===== src/rtl/seq_pkg.sv =====
// seq_pkg: shared definitions for the pattern transmitter and its matching
// sequence detector.
//   seq_state_t : FSM state encoding (IDLE / SHIFT / DONE)
//   PAT_W_DEF   : default maximum pattern length in bits
//   REP_W_DEF   : default width of the repeat-count field
package seq_pkg;

  localparam int PAT_W_DEF = 8;
  localparam int REP_W_DEF = 4;

  typedef enum logic [1:0] {
    IDLE  = 2'd0,
    SHIFT = 2'd1,
    DONE  = 2'd2
  } seq_state_t;

endpackage


===== src/rtl/seq_piso.sv =====
// seq_piso: parallel-in / serial-out datapath of seq_pattern_tx.
//   clk, rst_n : clock, async active-low reset
//   load       : capture pattern/len, point index at len-1
//   shift      : drive pattern bit at index onto x (x_valid=1), step index
//   pattern    : parallel pattern, bit [len-1] goes out first
//   len        : pattern length in bits
//   x, x_valid : registered serial output; x is 0 whenever x_valid is 0
//   idx_zero   : current index is 0 (the bit being shifted is the last one)
module seq_piso #(
  parameter int PAT_W = 8,
  parameter int LW    = $clog2(PAT_W) + 1
) (
  input  logic             clk,
  input  logic             rst_n,
  input  logic             load,
  input  logic             shift,
  input  logic [PAT_W-1:0] pattern,
  input  logic [LW-1:0]    len,
  output logic             x,
  output logic             x_valid,
  output logic             idx_zero
);

  logic [PAT_W-1:0] pat_q;
  logic [LW-1:0]    len_q;
  logic [LW-1:0]    idx;
  logic [PAT_W-1:0] pat_sh;

  // Shift instead of a variable bit-select keeps the index width free of
  // the pattern width.
  assign pat_sh   = pat_q >> idx;
  assign idx_zero = (idx == '0);

  always_ff @(posedge clk or negedge rst_n) begin
    if (!rst_n) begin
      pat_q   <= '0;
      len_q   <= '0;
      idx     <= '0;
      x       <= 1'b0;
      x_valid <= 1'b0;
    end else begin
      x       <= 1'b0;
      x_valid <= 1'b0;
      if (load) begin
        pat_q <= pattern;
        len_q <= len;
        idx   <= len - LW'(1);
      end else if (shift) begin
        x       <= pat_sh[0];
        x_valid <= 1'b1;
        // Wrap back to the top bit so the next repetition follows with no gap.
        idx     <= idx_zero ? (len_q - LW'(1)) : (idx - LW'(1));
      end
    end
  end

endmodule


===== src/rtl/seq_pattern_tx.sv =====
// seq_pattern_tx: serial bit-pattern transmitter driving a sequence detector.
//   clk, rst_n : clock, async active-low reset
//   start      : begin transmission (accepted only in IDLE)
//   abort      : cancel active transmission, wins over start
//   pattern    : pattern bits, [len-1] sent first
//   len        : bits per repetition, legal 2..PAT_W
//   reps       : extra repetitions (total = reps+1)
//   x, x_valid : registered serial output
//   busy       : state is not IDLE
//   done       : one-cycle pulse after the final bit
//   err        : one-cycle pulse when start carries an illegal len
module seq_pattern_tx
  import seq_pkg::*;
#(
  parameter int PAT_W = PAT_W_DEF,
  parameter int REP_W = REP_W_DEF,
  parameter int LW    = $clog2(PAT_W) + 1
) (
  input  logic             clk,
  input  logic             rst_n,
  input  logic             start,
  input  logic             abort,
  input  logic [PAT_W-1:0] pattern,
  input  logic [LW-1:0]    len,
  input  logic [REP_W-1:0] reps,
  output logic             x,
  output logic             x_valid,
  output logic             busy,
  output logic             done,
  output logic             err
);

  seq_state_t       state, nxt;
  logic [REP_W-1:0] rep_cnt;
  logic             tail;      // final bit already shifted out
  logic             len_ok;
  logic             load, shift, rep_dec, tail_set, err_n;
  logic             idx_zero;

  assign len_ok = (len >= LW'(2)) && (len <= LW'(PAT_W));
  assign busy   = (state != IDLE);
  assign done   = (state == DONE);

  always_comb begin
    nxt      = state;
    load     = 1'b0;
    shift    = 1'b0;
    rep_dec  = 1'b0;
    tail_set = 1'b0;
    err_n    = 1'b0;
    case (state)
      IDLE: begin
        if (start && !abort) begin
          if (len_ok) begin
            load = 1'b1;
            nxt  = SHIFT;
          end else begin
            err_n = 1'b1;
          end
        end
      end
      SHIFT: begin
        if (abort) begin
          nxt = IDLE;
        end else if (tail) begin
          // Last bit is on x this cycle; next cycle is the done cycle.
          nxt = DONE;
        end else begin
          shift = 1'b1;
          if (idx_zero) begin
            if (rep_cnt != '0) rep_dec  = 1'b1;
            else               tail_set = 1'b1;
          end
        end
      end
      DONE:    nxt = IDLE;
      default: nxt = IDLE;
    endcase
  end

  always_ff @(posedge clk or negedge rst_n) begin
    if (!rst_n) begin
      state   <= IDLE;
      rep_cnt <= '0;
      tail    <= 1'b0;
      err     <= 1'b0;
    end else begin
      state <= nxt;
      err   <= err_n;
      if (load)         rep_cnt <= reps;
      else if (rep_dec) rep_cnt <= rep_cnt - REP_W'(1);
      if (load || nxt == IDLE) tail <= 1'b0;
      else if (tail_set)       tail <= 1'b1;
    end
  end

  seq_piso #(.PAT_W(PAT_W), .LW(LW)) u_piso (
    .clk      (clk),
    .rst_n    (rst_n),
    .load     (load),
    .shift    (shift),
    .pattern  (pattern),
    .len      (len),
    .x        (x),
    .x_valid  (x_valid),
    .idx_zero (idx_zero)
  );

endmodule


===== config.mk =====
export PLATFORM = sky130hd
export DESIGN_NAME = seq_pattern_tx
export DESIGN_NICKNAME = d
export VERILOG_FILES = /design/src/rtl/seq_pkg.sv /design/src/rtl/seq_piso.sv /design/src/rtl/seq_pattern_tx.sv
export SDC_FILE = /design/constraint.sdc
export NUM_CORES = 1
export LEC_CHECK = 0
export CAP_MARGIN = 20
export CORE_MARGIN = 8
export CORE_UTILIZATION = 30
export CTS_CLUSTER_SIZE = 40
export DETAILED_ROUTE_END_ITERATION = 10
export HOLD_SLACK_MARGIN = 0.15
export SETUP_SLACK_MARGIN = 0.3
export SKIP_CTS_REPAIR_TIMING = 1
export SLEW_MARGIN = 20
export SYNTH_ARGS = -nofsm -noshare
export SYNTH_HDL_FRONTEND = slang
export SYNTH_SLANG_ARGS = --single-unit

===== constraint.sdc =====
create_clock -name clk -period 4.9 [get_ports clk]
set_clock_uncertainty 0.15 [all_clocks]
set_input_delay 0.735 -clock clk [delete_from_list [all_inputs] [get_ports clk]]
set_output_delay 0.735 -clock clk [all_outputs]
set_load 0.01 [all_outputs]

# Word level (Yosys, flattened, before mapping)
# Cells that the tools add are included.
# totals
regBits	26
latchBits	0
ram_bits	0
mem_bits_ro	0
inputBits	20
mem_count	0
# classes
n_addsub	4
n_mul	0
div	0
magnitude_cmp	2
eq_ne	2
n_shift	1
muxes	35
bitwise_logic	0
n_reduce_logical	12
# ops
op	count
two-way mux 1 bit	25
two-way mux 4 bit	5
subtractor 4 x 1 -> 4 bit (second input constant)	4
two-way mux 2 bit	4
nonzero test 2 bit	4
right shift 8 x 4 -> 1 bit	1
>= comparator 4 x 2 -> 1 bit (second input constant)	1
less-or-equal comparator 4 bit (second input constant)	1
logical NOT 2 bit	2
logical NOT 4 bit	1
one-hot mux 2 bit (2 select lines)	1
nonzero test 4 bit	1
equality test 2 x 1 -> 1 bit (second input constant)	1
equality test 2 bit (second input constant)	1
logical AND 1 bit	2
logical NOT 1 bit	1
logical OR 1 bit	1

# Longest topological paths before layout
# depth
ltp_word	8
ltp_mapped	9
depth_no_buf	8

# Cells and area by module
# A second synthesis with hierarchy kept.
# hier_totals
hier_cells	126
hier_area_um2	1382.6
# by_module_without_submodules
mod	instances	cells_per_inst	area_each_um2
seq_piso	1	70	873.3
seq_pattern_tx	1	56	509.2

# Worst setup path after synthesis
# Ideal clock, no wire load.
# synth_timing
path_type	input port to flip-flop
startpoint	input abort
endpoint	register u_piso.idx[2]
setup_ns	0.132
t_arrival_ns	2.481
t_required_ns	4.618
setup_slack_ns	2.137
path_stages	9
cell_sequence	or4b_4 > a21oi_1 > buf_4 > buf_6 > a21oi_1 > ha_1 > or2_2 > a21oi_1 > nor3_2
# synth_between
elab_chain_cells	5
word_cells_on_any_way	8
classes_between	5 x mux; 3 x reduce/logical
# synth_rtl
item	line_no	text
from (decl)	seq_pattern_tx.sv:22	input logic abort,
logical NOT 1 bit	seq_pattern_tx.sv:53	if (start && !abort) begin
logical AND 1 bit	seq_pattern_tx.sv:53	
two-way mux 1 bit	seq_pattern_tx.sv:53	
two-way mux 1 bit	seq_pattern_tx.sv:51	case (state)
two-way mux 4 bit or nonzero test 2 bit (tied branches)	--	
to (signal assigned)	seq_piso.sv:47	idx <= len - LW'(1);
to (signal assigned)	seq_piso.sv:52	idx <= idx_zero ? (len_q - LW'(1)) : (idx - LW'(1));
to (decl)	seq_piso.sv:26	logic [LW-1:0] idx;
# Several ways; a longest one is shown, not always the timed one.
# A chain may end at the register's enable or synchronous reset.

# Final worst setup path
# layout_timing
startpoint	input len[2]
endpoint	register u_piso.idx[2]
# layout_between
elab_chain_cells	6
word_cells_on_any_way	9
classes_between	1 x add/sub; 2 x order compare; 4 x mux; 2 x reduce/logical
# layout_rtl
item	line_no	text
from (decl)	seq_pattern_tx.sv:24	input logic [LW-1:0] len,
>= comparator 4 x 2 -> 1 bit or less-or-equal comparator 4 bit (tied branches)	seq_pattern_tx.sv:40	assign len_ok = (len >= LW'(2)) && (len <= LW'(PAT_W));
logical AND 1 bit	seq_pattern_tx.sv:40	
two-way mux 1 bit	seq_pattern_tx.sv:54	if (len_ok) begin
two-way mux 1 bit	seq_pattern_tx.sv:53	
two-way mux 1 bit	seq_pattern_tx.sv:51	
two-way mux 4 bit or nonzero test 2 bit (tied branches)	--	
# Several ways; a longest one is shown, not always the timed one.

==> out/results.txt <==
Overall die area - 6880 um^2
Antenna violations before repair - 0
Layout area overhead - 26.0%
Maximum clock insertion buffer count - 2
Number of cells on the worst hold path - 2
Via count of the first global-routing pass - 1139
Overall via count from detail_route - 1080
Number of placement rows - 24
Average wire per standard cell - 13.7 um
Final instance area - 1700 um^2
Via density - 5.00
Number of setup violations in the final report - 0
Remaining max-slew budget at the tightest pin - 52.6%
Post-Synthesis Net Count - 162
Clock sink total - 26
Path type of the worst setup path - primary input to flip-flop
DRT Wirelength - 2960 um
Worst setup timing slack at the placement stage - 1.24 ns
Critical Path, Cell by Cell - clkdlybuf4s50_1 > or4b_4 > a21oi_1 > buf_4 > nor2_1 > a21oi_1 > ha_1 > nand2_1 > a21oi_1 > nor3_2
Synth unique cells - 36
Maximum fanout along the worst path - 12
Antenna diodes - 0
Cell with the largest stage delay on the worst path - or4b_4
Post-Synthesis Cell Area - 1350 um^2
Async SR Flop Fraction - 100%
Predominant post-synthesis flop cell - dfrtp_1
Minimum clock period after layout - 3.38 ns
Ports - 25
Worst path required time - 4.91 ns
Portion of the clock cycle consumed by the worst path in the final layout - 68.9%
Area leader, netlist - dfrtp_1
Fraction of the yosys area taken by sequential cells - 48.4%
Count of maximum capacitance violations - 0
Clock input transition at the sequential cells of the worst setup and hold paths - 0.09 ns
Achievable Freq - 296 MHz
Most frequent cells after synthesis - 32 x nand2_1, 26 x dfrtp_1, 10 x nor2_1, 8 x a21oi_1
Setup repair after global routing missed its margin - false
Half-perimeter wire length of the detailed placement result - 2170 um
P per Cell Area - 394 nW/um^2
Worst stage delay on the critical path - 0.58 ns
Status - complete, no violations
Pin count of the biggest net entering global routing - 27
Port Buf Inserts - 24
Post-Place Cell Area - 1620 um^2
Flop and latch count out of synthesis - 26
Iter 0 DRT Violations - 41
Die Height - 83.0 um
Total count of max-transition violations in the final report - 0
Post-route DRC violation count - 0
Critical Path End Type - flip-flop
Share of final-layout standard cells stronger than drive strength 1 - 11.0%
CTS buffer count - 3
Area share of the largest cell type after synthesis - 48.4%
Final Wtd Congestion - 0.872
VDD IR max - 0.122 mV
Standby leakage power - 0.757 nW
NumNets Final - 187
Antenna-violating nets left - 0
Number of detailed-routing iterations run before antenna repair - 4
Global-route total usage across every layer - 8.77%
Total congestion overflow after global routing - 0
Total negative setup slack - 0 ns
CP most frequent cell - a21oi_1
Syn Area/Cell - 9.61 um^2
Core footprint - 4320 um^2
Number of hold violations in the final report - 0
Synth area leaders - dfrtp_1 48%, nand2_1 8.9%, a21oi_1 3.0%
Source-to-sink clock delay at the later pin of the worst-skew pair - 0.28 ns
Floorplan die width - 83.0 um
Number of cells on the worst reg-to-reg path - 9
Startpoint kind of the worst setup timing path - primary input
H-tree levels - 1
CTS root buffer - clkbuf_8
Worst hold slack - 0.331 ns
Most frequent cell after synthesis - nand2_1
Count of warnings emitted by yosys - 0
Initial Utilization - 31.1%
First-pass GRT wire length - 5140 um
CP Data Arrival Time - 3.39 ns
Worst slew pin tran - 0.707 ns
Number of enable flip-flop cells after synthesis - 0
Min-delay worst type - flip-flop to flip-flop
Worst setup margin - 1.52 ns
TritonCTS clock tree - done
Cell count after synthesis - 140
layer usage:
layer	vias up	track usage (%)	part of all wire (%)
met5	-	0	0
met4	0	3.99	1.3
met3	3	2.73	4.8
met2	22	13.9	46
met1	520	10.6	48
li1	535	-	-
logic make-up after synthesis:
group	share of synthesized area, %
compound gates	10.3
xor+xnor	0.651
fa+ha+maj	1.86
buf+inv	5.12
flops	48.4
mux	7.72
simple gates	26.0
critical path, delay by kind of cell:
kind,cells,cell delay (ns)
AOI/OAI and AO/OA,3,0.84
buffers and inverters,2,0.81
adders and majority gates,1,0.23
and+or+nand+nor,4,0.76
stage by stage:
| step | cells | util, % | power (mW) |
|---|---|---|---|
| final | 216 | 39.2 | 0.668 |
| after global routing | 216 | 39.2 | 0.713 |
| after CTS | 216 | 39.0 | 0.674 |
| after detailed placement | 212 | 37.4 | 0.493 |
| after global placement | 212 | 37.4 | 0.485 |
| after floorplan | 140 | - | 0.431 |
cell type report:
class / instances / area (um^2)
clock buffers: 3 / 41.3
clock inverters: 1 / 30.0
fillers: 435 / 2630
inverters: 5 / 18.8
multi-input cells: 103 / 634
flip-flops and latches: 26 / 651
well taps: 52 / 65.1
repair buffers: 26 / 255
power breakdown:
group	internal, mW	switching (mW)	leakage [nW]
combinational	0.0950	0.0882	0.396
sequential	0.259	0.0471	0.325
clock	0.109	0.0701	0.0357
total	0.463	0.205	0.757
worst paths after layout:
check                                               to                         from  slack [ns]
setup / recovery             u_piso.idx[2]$_DFFE_PN0P_                       len[2]        1.52
hold / removal             u_piso.pat_q[1]$_DFFE_PN0P_  u_piso.pat_q[1]$_DFFE_PN0P_        0.33
setup reg to reg             u_piso.idx[2]$_DFFE_PN0P_           state[0]$_DFF_PN0_        2.08
hold reg to reg            u_piso.pat_q[1]$_DFFE_PN0P_  u_piso.pat_q[1]$_DFFE_PN0P_        0.33
max in group asynchronous       rep_cnt[3]$_DFFE_PN0P_                        rst_n        3.69
min in group asynchronous  u_piso.len_q[0]$_DFFE_PN0P_                        rst_n        0.66
cells in the final DEF, fill, tap and decap left out, types with 2 or more instances in the layout:
cell type         n
nand2_1          32
dfrtp_1          26
clkdlybuf4s50_1  24
nor2_1           10
a21oi_1           8
inv_1             5
nor3_1            5
a31oi_1           4
o21ai_0           4
mux2i_1           4
nand3_1           4
or2_2             3
nand4_1           3
clkbuf_8          3
or4b_4            2
o21bai_1          2
nor2b_1           2
o211ai_1          2
mux2_4            2
ha_1              2
buf_4             2
sequential cells by signal, indices dropped and copies added, names as in the netlist:
signal	cells
err	1
rep_cnt	4
state	2
tail	1
u_piso.idx	4
u_piso.len_q	4
u_piso.pat_q	8
u_piso.x	1
u_piso.x_valid	1
Power figures use the tool's default switching activity.
